### src/rtl/tmr_fault_monitor_if.sv
// rtl/tmr_fault_monitor_if.sv - sample inputs and status outputs of the TMR fault monitor
interface tmr_fault_monitor_if #(
  parameter int WIDTH     = 64,
  parameter int CNT_WIDTH = 16
);
  logic                 enable;
  logic [WIDTH-1:0]     q_1;
  logic [WIDTH-1:0]     q_2;
  logic [WIDTH-1:0]     q_3;
  logic [WIDTH-1:0]     voted_q;
  logic                 clr;
  logic                 irq_ack;
  logic [2:0]           fault_vec;
  logic [CNT_WIDTH-1:0] err_cnt_1;
  logic [CNT_WIDTH-1:0] err_cnt_2;
  logic [CNT_WIDTH-1:0] err_cnt_3;
  logic [2:0]           persist_vec;
  logic                 no_majority;
  logic [1:0]           health;
  logic                 irq;

  modport master (
    output enable, q_1, q_2, q_3, voted_q, clr, irq_ack,
    input  fault_vec, err_cnt_1, err_cnt_2, err_cnt_3, persist_vec,
           no_majority, health, irq
  );

  modport slave (
    input  enable, q_1, q_2, q_3, voted_q, clr, irq_ack,
    output fault_vec, err_cnt_1, err_cnt_2, err_cnt_3, persist_vec,
           no_majority, health, irq
  );
endinterface

### src/rtl/tmr_fault_monitor.sv
// rtl/tmr_fault_monitor.sv - classifies replica/voter mismatches, counts events, tracks health
module tmr_fault_monitor #(
  parameter int WIDTH          = 64,
  parameter int CNT_WIDTH      = 16,
  parameter int PERSIST_CYCLES = 4
) (
  input  logic                 clk,
  input  logic                 rst,
  tmr_fault_monitor_if.slave   bus
);
  localparam int RUN_W = $clog2(PERSIST_CYCLES + 1);
  localparam logic [RUN_W-1:0]     RUN_MAX = RUN_W'(PERSIST_CYCLES);
  localparam logic [CNT_WIDTH-1:0] CNT_MAX = '1;

  typedef enum logic [1:0] {
    H_OK       = 2'b00,
    H_DEGRADED = 2'b01,
    H_FAILED   = 2'b10
  } health_t;

  health_t              health_q, health_d;
  logic [2:0]           fault_q, fault_d;
  logic [CNT_WIDTH-1:0] err_q [3];
  logic [CNT_WIDTH-1:0] err_d [3];
  logic [RUN_W-1:0]     run_q [3];
  logic [RUN_W-1:0]     run_d [3];
  logic [2:0]           persist_q, persist_d;
  logic                 nomaj_q, nomaj_d;
  logic                 irq_q, irq_d;
  logic [2:0]           mism;
  logic                 nm;

  always_comb begin
    mism[0] = (bus.q_1 != bus.voted_q);
    mism[1] = (bus.q_2 != bus.voted_q);
    mism[2] = (bus.q_3 != bus.voted_q);
    nm      = (bus.q_1 != bus.q_2) && (bus.q_1 != bus.q_3) && (bus.q_2 != bus.q_3);
  end

  always_comb begin
    fault_d   = fault_q;
    persist_d = persist_q;
    nomaj_d   = nomaj_q;
    health_d  = health_q;
    irq_d     = irq_q;
    for (int i = 0; i < 3; i++) begin
      err_d[i] = err_q[i];
      run_d[i] = run_q[i];
    end

    if (bus.enable) begin
      fault_d = mism;
      nomaj_d = nomaj_q | nm;
      for (int i = 0; i < 3; i++) begin
        // fault_q holds the previous sample's mismatch, so a run counts once at its start
        if (mism[i] && !fault_q[i] && (err_q[i] != CNT_MAX))
          err_d[i] = err_q[i] + CNT_WIDTH'(1);
        if (!mism[i])
          run_d[i] = '0;
        else if (run_q[i] != RUN_MAX)
          run_d[i] = run_q[i] + RUN_W'(1);
        if (mism[i] && (run_d[i] == RUN_MAX))
          persist_d[i] = 1'b1;
      end

      // Health looks at the sticky values being written on this same edge
      case (health_q)
        H_OK, H_DEGRADED: begin
          if (nomaj_d || ($countones(persist_d) >= 2))
            health_d = H_FAILED;
          else if ((health_q == H_OK) && ($countones(persist_d) == 1))
            health_d = H_DEGRADED;
        end
        default: health_d = H_FAILED;
      endcase
    end

    // Health only ever moves to a worse state, so any change is a worsening
    if (health_d != health_q)
      irq_d = 1'b1;
    else if (bus.irq_ack)
      irq_d = 1'b0;
  end

  always_ff @(posedge clk) begin
    if (rst || bus.clr) begin
      health_q  <= H_OK;
      fault_q   <= '0;
      persist_q <= '0;
      nomaj_q   <= 1'b0;
      irq_q     <= 1'b0;
      for (int i = 0; i < 3; i++) begin
        err_q[i] <= '0;
        run_q[i] <= '0;
      end
    end else begin
      health_q  <= health_d;
      fault_q   <= fault_d;
      persist_q <= persist_d;
      nomaj_q   <= nomaj_d;
      irq_q     <= irq_d;
      for (int i = 0; i < 3; i++) begin
        err_q[i] <= err_d[i];
        run_q[i] <= run_d[i];
      end
    end
  end

  assign bus.fault_vec   = fault_q;
  assign bus.err_cnt_1   = err_q[0];
  assign bus.err_cnt_2   = err_q[1];
  assign bus.err_cnt_3   = err_q[2];
  assign bus.persist_vec = persist_q;
  assign bus.no_majority = nomaj_q;
  assign bus.health      = health_q;
  assign bus.irq         = irq_q;
endmodule

### src/flat_wrapper.sv
// flat-port wrapper written by rule: the top's interface ports become plain ports
module tmr_fault_monitor_flat 
#(
  parameter int WIDTH          = 64,
  parameter int CNT_WIDTH      = 16,
  parameter int PERSIST_CYCLES = 4
)
  (clk, rst, bus_enable, bus_q_1, bus_q_2, bus_q_3, bus_voted_q, bus_clr, bus_irq_ack, bus_fault_vec, bus_err_cnt_1, bus_err_cnt_2, bus_err_cnt_3, bus_persist_vec, bus_no_majority, bus_health, bus_irq);
  tmr_fault_monitor_if #(.WIDTH(WIDTH), .CNT_WIDTH(CNT_WIDTH)) bus_i ();
  input  logic clk;
  input  logic rst;
  input wire logic [$bits(bus_i.enable)-1:0] bus_enable;
  input wire logic [$bits(bus_i.q_1)-1:0] bus_q_1;
  input wire logic [$bits(bus_i.q_2)-1:0] bus_q_2;
  input wire logic [$bits(bus_i.q_3)-1:0] bus_q_3;
  input wire logic [$bits(bus_i.voted_q)-1:0] bus_voted_q;
  input wire logic [$bits(bus_i.clr)-1:0] bus_clr;
  input wire logic [$bits(bus_i.irq_ack)-1:0] bus_irq_ack;
  output wire logic [$bits(bus_i.fault_vec)-1:0] bus_fault_vec;
  output wire logic [$bits(bus_i.err_cnt_1)-1:0] bus_err_cnt_1;
  output wire logic [$bits(bus_i.err_cnt_2)-1:0] bus_err_cnt_2;
  output wire logic [$bits(bus_i.err_cnt_3)-1:0] bus_err_cnt_3;
  output wire logic [$bits(bus_i.persist_vec)-1:0] bus_persist_vec;
  output wire logic [$bits(bus_i.no_majority)-1:0] bus_no_majority;
  output wire logic [$bits(bus_i.health)-1:0] bus_health;
  output wire logic [$bits(bus_i.irq)-1:0] bus_irq;
  assign bus_i.enable = bus_enable;
  assign bus_i.q_1 = bus_q_1;
  assign bus_i.q_2 = bus_q_2;
  assign bus_i.q_3 = bus_q_3;
  assign bus_i.voted_q = bus_voted_q;
  assign bus_i.clr = bus_clr;
  assign bus_i.irq_ack = bus_irq_ack;
  assign bus_fault_vec = bus_i.fault_vec;
  assign bus_err_cnt_1 = bus_i.err_cnt_1;
  assign bus_err_cnt_2 = bus_i.err_cnt_2;
  assign bus_err_cnt_3 = bus_i.err_cnt_3;
  assign bus_persist_vec = bus_i.persist_vec;
  assign bus_no_majority = bus_i.no_majority;
  assign bus_health = bus_i.health;
  assign bus_irq = bus_i.irq;
  tmr_fault_monitor #(.WIDTH(WIDTH), .CNT_WIDTH(CNT_WIDTH), .PERSIST_CYCLES(PERSIST_CYCLES)) u_core (.clk(clk), .rst(rst), .bus(bus_i));
endmodule
### config.mk
export PLATFORM = sky130hd
export DESIGN_NAME = tmr_fault_monitor_flat
export DESIGN_NICKNAME = d
export VERILOG_FILES = /design/src/rtl/tmr_fault_monitor_if.sv /design/src/rtl/tmr_fault_monitor.sv /design/src/flat_wrapper.sv
export SDC_FILE = /design/constraint.sdc
export NUM_CORES = 1
export LEC_CHECK = 0
export CELL_PAD_IN_SITES_DETAIL_PLACEMENT = 1
export CELL_PAD_IN_SITES_GLOBAL_PLACEMENT = 1
export CORE_MARGIN = 2
export CORE_UTILIZATION = 32
export CTS_BUF_LIST = sky130_fd_sc_hd__clkbuf_4
export DETAILED_ROUTE_END_ITERATION = 6
export GPL_TIMING_DRIVEN = 0
export PLACE_DENSITY_LB_ADDON = 0.05
export SLEW_MARGIN = 20
export SYNTH_ARGS = -nofsm -noshare
export SYNTH_HDL_FRONTEND = slang
export SYNTH_SLANG_ARGS = --single-unit
### constraint.sdc
create_clock -name clk -period 3.7 [get_ports clk]
set_input_delay 0.74 -clock clk [delete_from_list [all_inputs] [get_ports clk]]
set_output_delay 0.74 -clock clk [all_outputs]
set_load 0.02 [all_outputs]
==> results of run 1 <==
-- logic make-up (layout without fill, tap and decap cells) --
kind of cell / Yosys count / count (layout) / synth area share
xor gates and xnor gates: 399 / 399 / 0.464
and+or+nand+nor: 301 / 301 / 0.228
AOI/OAI and AO/OA: 92 / 92 / 0.0782
DFF: 67 / 67 / 0.178
buffers and inverters: 31 / 372 / 0.0184
adders and majority gates: 13 / 13 / 0.0226
muxes: 8 / 8 / 0.0110
other: 0 / 11 / 0
-- critical path: stages --
cell                              delay [ns]
sky130_fd_sc_hd__clkdlybuf4s50_1        0.56
sky130_fd_sc_hd__xnor2_1                0.36
sky130_fd_sc_hd__nand4_1                0.13
sky130_fd_sc_hd__nor4_1                 0.28
sky130_fd_sc_hd__nand4_1                0.23
sky130_fd_sc_hd__clkbuf_8               0.21
sky130_fd_sc_hd__a31o_2                 0.26
sky130_fd_sc_hd__ha_1                   0.28
sky130_fd_sc_hd__ha_1                   0.18
sky130_fd_sc_hd__ha_1                   0.20
sky130_fd_sc_hd__nor4_2                 0.23
sky130_fd_sc_hd__a21oi_1                0.08
sky130_fd_sc_hd__o22ai_1                0.14
sky130_fd_sc_hd__o21a_1                 0.15
-- report_power, final --
group	switching [mW]	leakage, nW	internal (mW)	total, mW
Sequential	0.0102	0.541	0.729	0.739
Combinational	0.565	3.40	0.557	1.12
Clock	0.285	0.0737	0.208	0.493
-- sequential cells by signal, indices dropped and copies added (netlist names) --
register and cells:
u_core.bus.fault_vec 3, u_core.run_q 9, u_core.bus.health 2, u_core.bus.persist_vec 3, u_core.bus.no_majority 1, u_core.bus.irq 1
u_core.err_q 48
-- area by class of cell --
cell class	instances	area [um^2]
flip-flops and latches	67	1340
repair buffers	325	3350
fillers	2796	11600
inverters	13	48.8
clock buffers	10	75.1
well taps	319	399
multi-input cells	813	6250
clock inverters	6	56.3
diodes	11	27.5
plain buffers	18	110
-- through the flow --
| step | setup TNS, ns | cell area (um^2) | utilization | cells |
|---|---|---|---|---|
| 2_1_floorplan | 0 | 7530 | - | 911 |
| 6_report | 0 | 11700 | 0.501 | 1582 |
| 5_1_grt | -0.0134 | 11700 | 0.501 | 1580 |
| 3_3_place_gp | -8.57 | 11100 | 0.477 | 1547 |
| 3_5_place_dp | -9.06 | 11100 | 0.477 | 1547 |
| 4_1_cts | 0 | 11400 | 0.488 | 1567 |
-- cell usage in the layout (no fill, tap or decap), types with 4 or more instances in the layout --
| master | n |
|---|---|
| sky130_fd_sc_hd__ha_1 | 12 |
| sky130_fd_sc_hd__mux2i_1 | 6 |
| sky130_fd_sc_hd__diode_2 | 11 |
| sky130_fd_sc_hd__a211oi_1 | 6 |
| sky130_fd_sc_hd__clkdlybuf4s50_1 | 246 |
| sky130_fd_sc_hd__nand3_1 | 28 |
| sky130_fd_sc_hd__nor4_2 | 7 |
| sky130_fd_sc_hd__nand4_1 | 108 |
| sky130_fd_sc_hd__o21ai_0 | 16 |
| sky130_fd_sc_hd__nor4_1 | 19 |
| sky130_fd_sc_hd__clkbuf_4 | 10 |
| sky130_fd_sc_hd__nand2_1 | 41 |
| sky130_fd_sc_hd__nor2_1 | 35 |
| sky130_fd_sc_hd__inv_1 | 12 |
| sky130_fd_sc_hd__clkbuf_1 | 8 |
| sky130_fd_sc_hd__a21oi_1 | 34 |
| sky130_fd_sc_hd__and3_1 | 11 |
| sky130_fd_sc_hd__or3_1 | 13 |
| sky130_fd_sc_hd__xor2_1 | 14 |
| sky130_fd_sc_hd__dlygate4sd2_1 | 14 |
| sky130_fd_sc_hd__dlymetal6s2s_1 | 56 |
| sky130_fd_sc_hd__dfxtp_1 | 67 |
| sky130_fd_sc_hd__buf_4 | 11 |
| sky130_fd_sc_hd__or4_1 | 15 |
| sky130_fd_sc_hd__xnor2_1 | 370 |
| sky130_fd_sc_hd__and3_4 | 4 |
| sky130_fd_sc_hd__o31ai_1 | 15 |
| sky130_fd_sc_hd__o211ai_1 | 4 |
| sky130_fd_sc_hd__xnor2_2 | 14 |
-- final timing paths --
kind | slack, ns | endpoint | cells after the start
worst min register to register | 0.50 | u_core.run_q[0][4] | 2
worst max register to register | 0.89 | u_core.bus.irq | 13
worst max-delay path | 0.05 | u_core.bus.irq | 14
worst min-delay path | 0.50 | u_core.run_q[0][4] | 2
-- what timing repair did --
| item | CTS | global route |
|---|---|---|
| gates resized for setup | 34 | 72 |
| buffers inserted | 4 | 4 |
| endpoints found under the setup margin | 3 | 2 |
| pin swaps | 14 | 25 |
-- per-layer routing --
metal  track usage  share of wire
met1         0.404           0.45
met2         0.464           0.43
met3         0.102          0.098
met4        0.0753          0.021
met5             0         0.0011
==> metrics.md, run 1 <==
| Metric | Value |
|---|---|
| Fin nets | 1521 |
| Arrival time of the worst setup path | 4.03 ns |
| Most repeated cell in the gate-level netlist after synthesis | sky130_fd_sc_hd__xnor2_1 |
| Flip-flop cell with the highest count after synthesis | sky130_fd_sc_hd__dfxtp_1 |
| Top fanout value on the critical path | 3 |
| Detailed placement HPWL | 32800 um |
| Pin count of the biggest net entering global routing | 12 |
| Proportion of synthesized chip area in sequential cells | 0.178 |
| Antenna violations before repair | 15 |
| Unique masters post-synth | 53 |
| Worst-case clock skew | 0.0189 ns |
| Initial drt markers | 425 |
| Via total after detailed routing | 8374 |
| Total track usage | 0.302 |
| Max_cap viols | 0 |
| Final worst path period need | 3.65 ns |
| Root buffer selected by CTS | sky130_fd_sc_hd__clkbuf_4 |
| Slew @ Worst Pin | 0.676 ns |
| WHS | 0.500 ns |
| Fraction of registers with async set or reset after synthesis | 0 |
| Flop and latch count out of synthesis | 67 |
| Floorplan die height | 157 um |
| Placer's final routability congestion estimate | 1.01 |
| Remaining routing DRC violations | 0 |
| Pre-CTS WS | -1.26 ns |
| Upper clock frequency limit | 0.274 GHz |
| Final-report hold violation count | 0 |
| Worst vdd ir | 168 uV |
| Overflow after GRT | 0 |
| Launch point of the worst hold path | u_core.run_q[0][4] |
| Number of hold buffers added after CTS | 0 |
| CTS buffer count | 9 |
| Fraction of layout cells with a size suffix above 1 | 0.0551 |
| Area of the die | 24800 um^2 |
| Cell area after synthesis | 7530 um^2 |
| Proportion of netlist area held by the largest area contributor | 0.448 |
| Port Buf Inserts | 317 |
| Max_slew headroom | 0.549 |
| Total of warnings raised by yosys | 0 |
| Pwr Total | 2.35 mW |
| Leakage | 4.02 nW |
| Vias in the first global route | 8664 |
| Source of the worst register-to-register timing path | u_core.run_q[0][3] |
| Ratio of final minimum period to clock period | 0.986 |
| Main area contributors after synthesis | sky130_fd_sc_hd__xnor2_1 (45%), sky130_fd_sc_hd__dfxtp_1 (18%), sky130_fd_sc_hd__nand4_1 (9.0%) |
| CTS tree | built |
| Number of nets produced by synthesis | 1185 |
| Post-Syn Instances | 911 |
| Startpoint type of the worst setup path | input pin |
| Clock Path Buffers | 2 |
| Count of clock tree sinks | 67 |
| H-tree levels | 3 |
| Vias per cell | 5.29 |
| Worst hold path type | register to register |
| Routed wirelength normalized by instance count | 23.9 um |
| Number of top-level pins | 319 |
| Syn_area_per_cell | 8.27 um^2 |
| Origin of the worst setup path | bus_voted_q[63] |
| Total of endpoints with negative setup slack in the final report | 0 |
| Final-report max-slew violation count | 0 |
| Crit path setup slack, layout | 0.0526 ns |
| Routed WL | 37800 um |
| Leading post-synthesis cells by instance count | sky130_fd_sc_hd__xnor2_1 (385), sky130_fd_sc_hd__nand4_1 (108), sky130_fd_sc_hd__dfxtp_1 (67) |
| Worst-Skew Late Latency | 0.43 ns |
| Required time reported for the critical path endpoint | 4.08 ns |
| Dominant cell type by area after synthesis | sky130_fd_sc_hd__xnor2_1 |
| Drt first pass iters | 5 |
| Power density relative to cell area | 202 nW/um^2 |
| Kind of end point of the critical path | register |
| Starting density of the core | 0.324 |
| Number of enable flip-flop cells after synthesis | 0 |
| Die Span X | 157 um |
| Classification of the worst setup path | input pin to register |
| Row Count | 56 |
| Result of the run | finished, final reports clean |
| Wire length of the first global-routing pass | 54500 um |
| Count of antenna-violating nets left after detailed routing | 0 |
| Clock slew seen by the registers of the worst setup and hold paths | 0.12 ns |
| Core box area | 23300 um^2 |
| Area growth, synth to finish | 54.8% |
No activity file was read; power rests on OpenSTA's default activity.
==> run 2, diff against run 1 <==
- CORE_UTILIZATION: 32 -> 31
- CTS_BUF_LIST: sky130_fd_sc_hd__clkbuf_4 -> sky130_fd_sc_hd__clkbuf_8 sky130_fd_sc_hd__clkbuf_16
==> run 2 against run 1 <==
Net effect:
- sequential share of layout area is 0.31 points lower
- design area up 2.8%
- sequential power is essentially flat
- sequential cell count is the same
- global-route usage shrank 0.81 points
- clock skew is 0.013 ns lower
- fmax rose by 2.3%
- via count about the same
- clock power is 110% higher
- largest cell class unchanged
- cell count up 0.32%
==> metrics.md, run 2 (same netlist as run 1, synthesis figures left out) <==
| Metric | Value |
|---|---|
| Net switching share of the total power | 0.316 (was 0.365) |
| Startpoint type of the worst setup path | input pin (unchanged) |
| H-tree levels | 3 (unchanged) |
| Layout Cells excl Fill | 1587 (was 1582) |
| Overflow after GRT | 0 (unchanged) |
| DR WL met3 | 3520 um (was 3690 um) |
| Family with the most delay on the worst path | simple AND/OR/NAND/NOR gates (unchanged) |
| Total of endpoints with negative setup slack in the final report | 0 (unchanged) |
| Internal Pwr Total | 1.98 mW (was 1.49 mW) |
| Via total after detailed routing | 8380 (was 8374) |
| Detailed placement HPWL | 32700 um (was 32800 um) |
| Starting density of the core | 0.313 (was 0.324) |
| Die Span X | 160 um (was 157 um) |
| Worst path depth | 14 (unchanged) |
| Placer's final routability congestion estimate | 1.01 (about the same) |
| Pin count of the biggest net entering global routing | 12 (unchanged) |
| Count of clock tree sinks | 67 (unchanged) |
| Detailed-routing wirelength on met1 | 17500 um (was 17000 um) |
| Arrival time of the worst setup path | 3.84 ns (was 4.03 ns) |
| Routed WL | 38200 um (was 37800 um) |
| Final-report max-slew violation count | 0 (unchanged) |
| Most frequent cells in the layout | sky130_fd_sc_hd__xnor2_1 (361), sky130_fd_sc_hd__clkdlybuf4s50_1 (155), sky130_fd_sc_hd__nand4_1 (108) (was sky130_fd_sc_hd__xnor2_1 (370), sky130_fd_sc_hd__clkdlybuf4s50_1 (246), sky130_fd_sc_hd__nand4_1 (108)) |
| Delay contributed by the slowest stage of the critical path | 0.44 ns (was 0.56 ns) |
| Flip-flop count of the largest register, all copies and words added | 48 (unchanged) |
| Initial drt markers | 519 (was 425) |
| Cell with the biggest individual delay on the critical path | sky130_fd_sc_hd__nor4_4 (was sky130_fd_sc_hd__clkdlybuf4s50_1) |
| Root buffer selected by CTS | sky130_fd_sc_hd__clkbuf_16 (was sky130_fd_sc_hd__clkbuf_4) |
| Drt first pass iters | 5 (unchanged) |
| Switching power total | 915 uW (was 860 uW) |
| Buffers & Inverters on Critical Path | 2 (unchanged) |
| Row Count | 57 (was 56) |
| Registers with the highest flip-flop counts | u_core.err_q (48), u_core.run_q (9) (unchanged) |
| Filler cell count | 2896 (was 2796) |
| Core box area | 24100 um^2 (was 23300 um^2) |
| Clk network pwr share | 0.361 (was 0.209) |
| Leakage | 4.60 nW (was 4.02 nW) |
| Most common cell after layout, fill and taps aside | sky130_fd_sc_hd__xnor2_1 (unchanged) |
| Part of the power in combinational logic | 0.384 (was 0.477) |
| Final-report hold violation count | 0 (unchanged) |
| Number of top-level pins | 319 (unchanged) |
| Power density relative to cell area | 241 nW/um^2 (was 202 nW/um^2) |
| Clock Path Buffers | 2 (unchanged) |
| WHS | 0.486 ns (was 0.500 ns) |
| Worst-case clock skew | 0.00637 ns (was 0.0189 ns) |
| Ratio of final minimum period to clock period | 0.964 (was 0.986) |
| Remaining routing DRC violations | 0 (unchanged) |
| Fin nets | 1520 (was 1521) |
| Upper clock frequency limit | 0.280 GHz (was 0.274 GHz) |
| Reg-to-reg slack, setup | 0.88 ns (was 0.89 ns) |
| Count of antenna-violating nets left after detailed routing | 0 (unchanged) |
| Area growth, synth to finish | 59.1% (was 54.8%) |
| Worst hold path type | register to register (unchanged) |
| Port Buf Inserts | 317 (unchanged) |
| Worst-Skew Late Latency | 0.34 ns (was 0.43 ns) |
| CTS tree | built (unchanged) |
| Routed wirelength normalized by instance count | 24.1 um (was 23.9 um) |
| Top fanout value on the critical path | 3 (unchanged) |
| Register ranked first by flip-flop count | u_core.err_q (unchanged) |
| Kind of end point of the critical path | register (unchanged) |
| Clock slew seen by the registers of the worst setup and hold paths | 0.05 ns (was 0.12 ns) |
| Area of the die | 25600 um^2 (was 24800 um^2) |
| Vias in the first global route | 8632 (was 8664) |
| Metal2 WL | 16200 um (about the same) |
| Total track usage | 0.294 (was 0.302) |
| Wire length of the first global-routing pass | 55700 um (was 54500 um) |
| Post-Place Cells | 1552 (was 1547) |
| Highest layer used for signal routing | met4 (was met5) |
| Final worst path period need | 3.57 ns (was 3.65 ns) |
| Classification of the worst setup path | input pin to register (unchanged) |
| Floorplan die height | 160 um (was 157 um) |
| Sequential share of power | 0.255 (was 0.314) |
| Vias per cell | 5.28 (was 5.29) |
| Antenna violations before repair | 12 (was 15) |
| Result of the run | finished, final reports clean (unchanged) |
| Cell occurring most often along the worst timing path | sky130_fd_sc_hd__ha_1 (unchanged) |
| Cells on worst reg2reg path | 13 (unchanged) |
| Hold-critical path depth | 2 (unchanged) |
| Max_slew headroom | 0.534 (was 0.549) |
| Slew @ Worst Pin | 0.695 ns (was 0.676 ns) |
| Critical Path, Cell by Cell | dlygate4sd2_1 > xnor2_1 > nand4_1 > nor4_4 > nand4_1 > clkbuf_8 > a31o_2 > ha_1 > ha_1 > ha_1 > nor4_2 > a21oi_1 > o22ai_1 > o21a_1 (was clkdlybuf4s50_1 > xnor2_1 > nand4_1 > nor4_1 > nand4_1 > clkbuf_8 > a31o_2 > ha_1 > ha_1 > ha_1 > nor4_2 > a21oi_1 > o22ai_1 > o21a_1) |
| Required time reported for the critical path endpoint | 3.97 ns (was 4.08 ns) |
| CTS buffer count | 9 (unchanged) |
| Worst vdd ir | 255 uV (was 168 uV) |
| Max_cap viols | 0 (unchanged) |
| Fraction of layout cells with a size suffix above 1 | 0.0663 (was 0.0551) |
run 2: cell type report:
class | instances | area (um^2) | area share
Clock inverter | 4 | 95.1 | 0.00793
Inverter | 13 | 48.8 | 0.00407
Multi-Input combinational cell | 813 | 6320 | 0.528
Buffer | 18 | 110 | 0.00919
Sequential cell | 67 | 1340 | 0.112
Antenna cell | 12 | 30.0 | 0.00251
Timing Repair Buffer | 324 | 3360 | 0.281
Clock buffer | 12 | 267 | 0.0222
Tap cell | 324 | 405 | 0.0338
run 2: tightest hold or removal path, delay by kind of cell, from the launching register on:
kind,cells,cell delay (ns)
AO/OA/AOI/OAI,1,0.05
flip-flops,1,0.32
AND/OR/NAND/NOR,1,0.06
run 2: final timing paths:
check / startpoint / end
max reg2reg: u_core.run_q[0][3] / u_core.bus.irq
max: bus_voted_q[8] / u_core.bus.irq
min reg2reg: u_core.run_q[0][1] / u_core.run_q[0][1]
min: u_core.run_q[0][1] / u_core.run_q[0][1]
run 2: through the flow:
stage          power [mW]  TNS, ns  utilization  setup slack (ns)  area (um^2)
6_report             2.89        0        0.497             0.134        12000
5_1_grt              3.01  -0.0261        0.497           -0.0261        12000
4_1_cts              2.89        0        0.480           0.00100        11600
3_5_place_dp         1.84    -6.97        0.461             -1.12        11100
3_3_place_gp         1.84    -7.66        0.461             -1.12        11100
2_1_floorplan        1.21        0            -             0.649         7530
run 2: metal layers:
| layer | vias to the layer above | track usage |
|---|---|---|
| met3 | 54 | 0.0868 |
| met4 | 0 | 0.0799 |
| met1 | 4010 | 0.414 |
| met2 | 372 | 0.434 |
| li1 | 3944 | - |
| met5 | - | 0 |
run 2: power by group through the flow:
| stage | combinational (mW) | clock (mW) | sequential, mW |
|---|---|---|---|
| finish | 1.11 | 1.04 | 0.739 |
| global route | 1.17 | 1.10 | 0.740 |
| CTS | 1.08 | 1.06 | 0.739 |
| detailed placement | 1.09 | 0 | 0.755 |
| global placement | 1.08 | 0 | 0.755 |
| floorplan | 0.455 | 0 | 0.759 |
run 2: timing repair:
action,CTS,global route
setup buffers,6,1
pin swaps,21,53
endpoints found under the setup margin,4,2
gates cloned,0,0
hold buffers,0,0
resized for setup,88,126
==> run 3, diff against run 2 <==
- CTS_BUF_LIST: sky130_fd_sc_hd__clkbuf_8 sky130_fd_sc_hd__clkbuf_16 -> sky130_fd_sc_hd__clkbuf_16
- MAX_ROUTING_LAYER: default -> met4
==> run 3 against run 2 <==
Net effect:
- clock power down 27%
- die area did not move
- routed wire length grew 0.15%
- power shrank 9.4%
==> metrics.md, run 3 (same netlist as run 1, synthesis figures left out) <==
| Metric | Value |
|---|---|
| Result of the run | finished, final reports clean (unchanged) |
| Routed wirelength normalized by instance count | 24.1 um (about the same) |
| Slew @ Worst Pin | 0.667 ns (was 0.695 ns) |
| Most common cell after layout, fill and taps aside | sky130_fd_sc_hd__xnor2_1 (unchanged) |
| Source of the worst register-to-register timing path | u_core.run_q[0][3] (unchanged) |
| Worst vdd ir | 215 uV (was 255 uV) |
| Most frequent cells in the layout | sky130_fd_sc_hd__xnor2_1 (357), sky130_fd_sc_hd__clkdlybuf4s50_1 (166), sky130_fd_sc_hd__dlymetal6s2s_1 (110) (was sky130_fd_sc_hd__xnor2_1 (361), sky130_fd_sc_hd__clkdlybuf4s50_1 (155), sky130_fd_sc_hd__nand4_1 (108)) |
| Kind of end point of the critical path | register (unchanged) |
| Remaining routing DRC violations | 0 (unchanged) |
| Total track usage | 0.300 (was 0.294) |
| Startpoint type of the worst setup path | input pin (unchanged) |
| Worst hold endpoint | u_core.run_q[0][4] (was u_core.run_q[0][1]) |
| Area growth, synth to finish | 59.5% (was 59.1%) |
| DR WL met3 | 3160 um (was 3520 um) |
| Placer's final routability congestion estimate | 1.03 (was 1.01) |
| Power density relative to cell area | 218 nW/um^2 (was 241 nW/um^2) |
| Drt first pass iters | 5 (unchanged) |
| Port Buf Inserts | 317 (unchanged) |
| Classification of the worst setup path | input pin to register (unchanged) |
| Cells on worst reg2reg path | 13 (unchanged) |
| Cell occurring most often along the worst timing path | sky130_fd_sc_hd__ha_1 (unchanged) |
| Worst-case clock skew | 0.00444 ns (was 0.00637 ns) |
| Fin nets | 1521 (was 1520) |
| Critical Path, Cell by Cell | dlygate4sd2_1 > xnor2_1 > nand4_1 > nor4_4 > nand4_1 > clkbuf_8 > a31o_2 > ha_1 > ha_1 > ha_1 > nor4_2 > a21oi_1 > o22ai_1 > o21a_1 (unchanged) |
| Number of top-level pins | 319 (unchanged) |
| Launch point of the worst hold path | u_core.run_q[0][4] (was u_core.run_q[0][1]) |
| Via total after detailed routing | 8298 (was 8380) |
| Routed WL | 38300 um (was 38200 um) |
| Arrival time of the worst setup path | 3.87 ns (was 3.84 ns) |
| Reg-to-reg slack, setup | 0.93 ns (was 0.88 ns) |
| Registers with the highest flip-flop counts | u_core.err_q (48), u_core.run_q (9) (unchanged) |
| Count of antenna-violating nets left after detailed routing | 0 (unchanged) |
| Pwr Total | 2.62 mW (was 2.89 mW) |
| Die Span X | 160 um (unchanged) |
| Required time reported for the critical path endpoint | 3.97 ns (about the same) |
| Initial drt markers | 553 (was 519) |
| CTS buffer count | 9 (unchanged) |
| Worst hold path type | register to register (unchanged) |
| Final-report max-slew violation count | 0 (unchanged) |
| Top fanout value on the critical path | 3 (unchanged) |
| Flip-flop count of the largest register, all copies and words added | 48 (unchanged) |
| Overflow after GRT | 0 (unchanged) |
| Vias per cell | 5.23 (was 5.28) |
| Max_slew headroom | 0.552 (was 0.534) |
| Antenna violations before repair | 12 (unchanged) |
| Total of endpoints with negative setup slack in the final report | 0 (unchanged) |
| Clock slew seen by the registers of the worst setup and hold paths | 0.05 ns (about the same) |
| Ratio of final minimum period to clock period | 0.971 (was 0.964) |
| Wire length of the first global-routing pass | 55800 um (was 55700 um) |
| H-tree levels | 3 (unchanged) |
| Row Count | 57 (unchanged) |
| Detailed placement HPWL | 32600 um (was 32700 um) |
| Delay contributed by the slowest stage of the critical path | 0.46 ns (was 0.44 ns) |
| Leakage | 4.70 nW (was 4.60 nW) |
| Vias in the first global route | 8845 (was 8632) |
| Family with the most delay on the worst path | simple AND/OR/NAND/NOR gates (unchanged) |
| Floorplan die height | 160 um (unchanged) |
| Count of clock tree sinks | 67 (unchanged) |
| Fraction of layout cells with a size suffix above 1 | 0.0663 (about the same) |
| Final-report hold violation count | 0 (unchanged) |
| Starting density of the core | 0.313 (unchanged) |
| Worst-Skew Late Latency | 0.33 ns (was 0.34 ns) |
| Hold-critical path depth | 2 (unchanged) |
| Capture instance of the worst register-to-register path | u_core.bus.irq (unchanged) |
| CTS tree | built (unchanged) |
| Pin count of the biggest net entering global routing | 11 (was 12) |
| Area of the die | 25600 um^2 (unchanged) |
| Clock Path Buffers | 2 (unchanged) |
| Metal2 WL | 16400 um (was 16200 um) |
| Cell with the biggest individual delay on the critical path | sky130_fd_sc_hd__nor4_4 (unchanged) |
| Register ranked first by flip-flop count | u_core.err_q (unchanged) |
| Root buffer selected by CTS | sky130_fd_sc_hd__clkbuf_16 (unchanged) |
| Core Util, Final | 0.499 (was 0.497) |
| Upper clock frequency limit | 0.278 GHz (was 0.280 GHz) |
| Final worst path period need | 3.59 ns (was 3.57 ns) |
| Buffers & Inverters on Critical Path | 2 (unchanged) |
| Max_cap viols | 0 (unchanged) |
| Core box area | 24100 um^2 (unchanged) |
| Highest layer used for signal routing | met4 (unchanged) |
| Detailed-routing wirelength on met1 | 17900 um (was 17500 um) |
==> run 3: changes by cell type in the layout (fill, tap and decap cells not counted), sizes merged <==
cell           delta
bufinv            -3
diode             -2
clkbuf            -5
buf               +1
clkdlybuf4s15     +1
dlygate4sd2      -25
clkinv            +3
inv               +3
clkdlybuf4s50    +11
dlymetal6s2s     +15
==> run 3: power breakdown <==
part           total, mW  switching [mW]  internal [mW]
logic               1.13           0.577          0.549
clock network      0.757           0.319          0.439
registers          0.739         0.00962          0.729
==> run 3: cell type report <==
cell class	count	area, um^2
well taps	324	405
repair buffers	325	3450
diodes	10	25.0
clock inverters	7	28.8
inverters	13	48.8
clock buffers	9	225
flip-flops and latches	67	1340
multi-input cells	813	6380
plain buffers	18	110
fillers	2860	12100
==> run 3: how the worst max path moves through the flow <==
stage,endpoint,cells past startpoint,startpoint,slack (ns)
2_1_floorplan,u_core.bus.irq,13,bus_voted_q[34],0.65
3_5_place_dp,u_core.bus.irq,14,bus_voted_q[28],-1.12
6_report,u_core.bus.irq,14,bus_voted_q[35],0.11
5_1_grt,u_core.bus.irq,14,bus_voted_q[40],-0.05
3_3_place_gp,u_core.bus.irq,14,bus_voted_q[28],-1.12
4_1_cts,u_core.bus.irq,14,bus_q_1[26],0.002
==> run 3: metrics by stage <==
step	cell area [um^2]	setup TNS, ns	setup slack, ns	hold slack (ns)	instances
finish	12000	0	0.108	0.484	1586
global route	12000	-0.0724	-0.0473	0.536	1586
CTS	11500	0	0.00195	0.487	1574
detailed placement	11100	-7.52	-1.12	0.478	1552
global placement	11100	-8.09	-1.12	0.471	1552
floorplan	7530	0	0.649	0.458	911
==> run 3: tightest hold or removal path, cell delays in order (launching register included) <==
cell	delay (ns)
sky130_fd_sc_hd__dfxtp_1	0.32
sky130_fd_sc_hd__nand2_1	0.07
sky130_fd_sc_hd__a21oi_1	0.05
==> run 3: timing repair <==
| item | 4_1_cts | 5_1_grt |
|---|---|---|
| gates resized for setup | 63 | 144 |
| hold buffers | 0 | 0 |
| pin swaps | 19 | 59 |
| buffers inserted | 6 | 2 |
| gates cloned | 0 | 0 |
| endpoints found under the hold margin | 0 | 0 |
| setup endpoints to repair | 6 | 3 |
==> run 3: layer usage <==
| layer | global-route usage | vias to the layer above |
|---|---|---|
| met3 | 0.0868 | 59 |
| li1 | - | 3946 |
| met5 | - | - |
| met1 | 0.405 | 3961 |
| met4 | 0.0729 | 0 |
| met2 | 0.442 | 332 |
